==> src/rtl/reg_wb_arbiter.sv <==
// Round-robin arbiter sharing one register-file write port among NREQ
// write-back sources, with a registered output stage that doubles as a bypass.
module reg_wb_arbiter #(
   parameter int NREQ = 3,
   parameter int XLEN = 32,
   parameter int AW   = 5
) (
   input  logic                 clk,
   input  logic                 rst_n,
   input  logic                 hold,
   input  logic [NREQ-1:0]      req_valid,
   output logic [NREQ-1:0]      req_ready,
   input  logic [NREQ*AW-1:0]   req_rd,
   input  logic [NREQ*XLEN-1:0] req_data,
   output logic [AW-1:0]        Rd,
   output logic [XLEN-1:0]      WRd,
   output logic                 WrReg,
   output logic                 fwd_valid,
   output logic [AW-1:0]        fwd_rd,
   output logic [XLEN-1:0]      fwd_data,
   output logic [2:0]           grant_idx
);

   logic [2:0]      ptr;
   logic [2:0]      win;
   logic            found;
   logic            fire;
   logic [AW-1:0]   win_rd;
   logic [XLEN-1:0] win_data;

   // Two passes give the rotated scan: indices at/after ptr, then wrap.
   always_comb begin
      req_ready = '0;
      win       = '0;
      found     = 1'b0;
      win_rd    = '0;
      win_data  = '0;
      for (int i = 0; i < NREQ; i++) begin
         if (!found && req_valid[i] && 3'(i) >= ptr) begin
            found        = 1'b1;
            win          = 3'(i);
            win_rd       = req_rd[i*AW +: AW];
            win_data     = req_data[i*XLEN +: XLEN];
            req_ready[i] = 1'b1;
         end
      end
      for (int i = 0; i < NREQ; i++) begin
         if (!found && req_valid[i] && 3'(i) < ptr) begin
            found        = 1'b1;
            win          = 3'(i);
            win_rd       = req_rd[i*AW +: AW];
            win_data     = req_data[i*XLEN +: XLEN];
            req_ready[i] = 1'b1;
         end
      end
      if (hold || !rst_n) begin
         req_ready = '0;
      end
   end

   assign fire = |req_ready;

   always_ff @(posedge clk or negedge rst_n) begin
      if (!rst_n) begin
         WrReg     <= 1'b0;
         Rd        <= '0;
         WRd       <= '0;
         grant_idx <= '0;
         ptr       <= '0;
      end else begin
         WrReg <= fire;
         if (fire) begin
            Rd        <= win_rd;
            WRd       <= win_data;
            grant_idx <= win;
            ptr       <= (win == 3'(NREQ-1)) ? 3'd0 : win + 3'd1;
         end
      end
   end

   assign fwd_valid = WrReg && (Rd != '0);
   assign fwd_rd    = Rd;
   assign fwd_data  = WRd;

endmodule

==> config.mk <==
export PLATFORM = sky130hd
export DESIGN_NAME = reg_wb_arbiter
export DESIGN_NICKNAME = d
export VERILOG_FILES = /design/src/rtl/reg_wb_arbiter.sv
export SDC_FILE = /design/constraint.sdc
export NUM_CORES = 1
export LEC_CHECK = 0
export CORE_ASPECT_RATIO = 0.6
export CORE_MARGIN = 2
export CORE_UTILIZATION = 41
export DETAILED_ROUTE_END_ITERATION = 10
export PLACE_DENSITY = 0.88
export SYNTH_ARGS = -nofsm -noshare
export SYNTH_HDL_FRONTEND = slang
export SYNTH_SLANG_ARGS = --single-unit
==> constraint.sdc <==
create_clock -name clk -period 2.93 [get_ports clk]
set_clock_uncertainty 0.2 [all_clocks]
set_input_delay 0.586 -clock clk [delete_from_list [all_inputs] [get_ports clk]]
set_output_delay 0.586 -clock clk [all_outputs]
set_load 0.01 [all_outputs]
==> reports/summary.txt <==
status: completed
vias in the first global route: 3606
Worst Path Max Fanout: 2
Post-Syn Area: 3200 um^2
synth-to-layout area growth: 62.7%
peak supply drop: 0.277 mV
largest family of logic cells by synthesized area: compound AO/OA/AOI/OAI gates
PD cells: 539 nW/um^2
worst min path class: input port to async pin
final slew viol count: 0
WP buf/inv: 2
fin crit share: 95.8%
Site Rows: 24
DR iter-0 viols: 220
Compound-Gate Fraction of Synth Area: 41.8%
WL met3: 911 um
Max-cap violations: 0
io pins: 199
gr ovfl total: 0
Port Buf Inserts: 197
Slew @ Worst Pin: 1.08 ns
WP data arrival: 2.02 ns
Final ANT Viol Nets: 0
DRT Pass-1 Iters: 7
global router's overall resource usage: 27.1%
leak pwr: 0.00206 uW
top-count cell post-synth: buf_4
sequential fraction of the synthesis area: 33.6%
Synth cell types: 37
post-synth net total: 451
CTS sink cnt: 43
Synth area leader: dfrtp_1
RD Place Congestion: 0.837
# nets final: 611
r2r startpoint: ptr[1]$_DFFE_PN0P_
drt total wl: 11800 um
Mean Syn Cell Area: 9.59 um^2
first-pass GRT wire length: 18400 um
area share of the largest cell type after synthesis: 33.6%
Hold-fix buffers, CTS: 0
Worst R2R Path Depth: 7
DP Cell Count: 591
reg2reg end: WRd[19]$_DFFE_PN0P_
Post-Synth Simple-Gate Area: 8.94%
CTS tree: yes
R2R setup slack: 0.44 ns
TritonCTS buffer count: 5
chip height: 72.5 um
Die W: 118 um
diode count: 0
FF+latch count, synth: 43
metal2 WL: 5850 um
required time of the critical path: 2.14 ns
Top delay family on crit path: buffers and inverters
Post CTS Setup Buffer Count: 0
Post-Layout Cell Count: 599
Post-Synthesis Cells: 334
Final setup viols: 0
XOR/XNOR Fraction of Synth Area: 0.273%
CTS root buf: clkbuf_16
Area after DPL: 5060 um^2
Synth area leaders: dfrtp_1, a221oi_2, buf_4
Critical-path top delay cell: clkdlybuf4s50_1
maximum achievable frequency: 0.356 GHz
Max Buffers Root-to-Sink: 2
WL/cell: 19.7 um
largest net degree at the start of global routing: 44
area share of fa/ha/maj cells after synthesis: 0%
number of synthesized flops with an enable pin: 0
via count: 3479
CP Cell Sequence: clkdlybuf4s50_1 -> or3b_1 -> a21oi_1 -> o21a_1 -> and2_1 -> clkdlybuf4s15_1
share of cells above drive strength 1: 13.9%
fin area: 5220 um^2
mux contribution to synthesized area: 0%
Skew-Pair Late Insertion Delay: 0.28 ns
type of the worst setup path: input port to output port
YS warnings: 0
core area: 7420 um^2
H-tree Lvls: 2
Residual DRC: 0
hpwl dp: 8630 um
CP endpoint kind: output port
CP startpoint kind: input port
DR vias/cell: 5.81
CP peak stage delay: 0.41 ns
Die ar.: 8560 um^2
initial antenna violation count: 0
unrepaired setup endpoints after global routing: no
clock slew at reported path FFs: 0.06 ns
Max Used Layer: met4
Fin. Hold Viols: 0
Starting Density: 43.2%
M1 WL: 4830 um
Async SR Flop Fraction: 100%
ys flop type: dfrtp_1
synth cell count leaders: buf_4, dfrtp_1, o21ai_1
Max-slew headroom: 27.6%
minimum clock period: 2.81 ns
-- power by group --
| part | internal (uW) | switching, uW | total, uW |
|---|---|---|---|
| clock | 363 | 220 | 583 |
| sequential | 726 | 120 | 845 |
| combinational | 797 | 588 | 1390 |
| total | 1890 | 928 | 2810 |
-- sequential cells by signal, indices dropped and copies added (netlist names) --
name,flops
WRd,32
Rd,5
ptr,3
grant_idx,2
WrReg,1
-- worst reg2reg max path: stages (launching register included) --
cell and delay, ns:
dfrtp_1 0.38, buf_4 0.17, nand2b_1 0.16, buf_4 0.15
nor3_4 0.82, a2bb2o_1 0.30, a221oi_1 0.06, o21ai_1 0.18
-- through the flow --
step | worst slack, ns | TNS, ns | hold WS, ns | power [uW] | utilization (%)
after floorplan | 0.683 | 0 | 0.0904 | 1580 | -
after global placement | -0.193 | -0.253 | 0.261 | 2200 | 68.2
after detailed placement | -0.188 | -1.69 | 0.305 | 2240 | 68.2
after CTS | 0.000287 | 0 | 0.239 | 2830 | 70.3
after global routing | 0.0125 | 0 | 0.267 | 2960 | 70.3
final | 0.123 | 0 | 0.223 | 2810 | 70.3
-- cell usage in the layout (no fill, tap or decap), types with 4 or more instances in the layout --
| cell | n |
|---|---|
| dfrtp_1 | 43 |
| clkbuf_16 | 5 |
| a21oi_1 | 12 |
| a2bb2o_1 | 15 |
| a22oi_1 | 15 |
| nor2_1 | 14 |
| o2bb2ai_1 | 12 |
| nand2_1 | 26 |
| clkdlybuf4s50_1 | 192 |
| a221oi_1 | 8 |
| o21ai_1 | 37 |
| o221ai_1 | 12 |
| buf_4 | 22 |
| nand2b_1 | 4 |
| o21ai_0 | 8 |
| a221oi_2 | 29 |
-- routing by layer --
layer / vias up / track usage [%]
met1: 1703 / 32.9
met5: - / 0
li1: 1569 / -
met2: 183 / 48.2
met3: 24 / 7.00
met4: 0 / 7.76
-- cells by family after synthesis --
family	after synthesis
buffers and inverters	73
AND/OR/NAND/NOR	59
XOR/XNOR	1
other	1
AO/OA/AOI/OAI	157
flip-flops	43
-- cell type report --
type	instances	area, um^2
Fill cell	550	2200
Timing Repair Buffer	221	2170
Multi-Input combinational cell	218	1660
Sequential cell	43	1080
Clock buffer	8	156
Tap cell	104	130
Inverter	5	18.8
-- worst max-delay path by stage --
stage / end / cells after the start / slack, ns / start
after CTS: req_ready[1] / 6 / 0.0003 / req_valid[2]
final: req_ready[2] / 6 / 0.12 / req_valid[1]
after global routing: req_ready[2] / 6 / 0.01 / req_valid[1]
after floorplan: req_ready[0] / 7 / 0.68 / req_valid[1]
after global placement: req_ready[2] / 6 / -0.19 / req_valid[1]
after detailed placement: req_ready[2] / 6 / -0.19 / req_valid[1]
-- repair_timing --
item / CTS / global route
resized for setup: 3 / 2
pin swaps: 0 / 1
endpoints found under the setup margin: 3 / 4
Power figures use the tool's default switching activity.
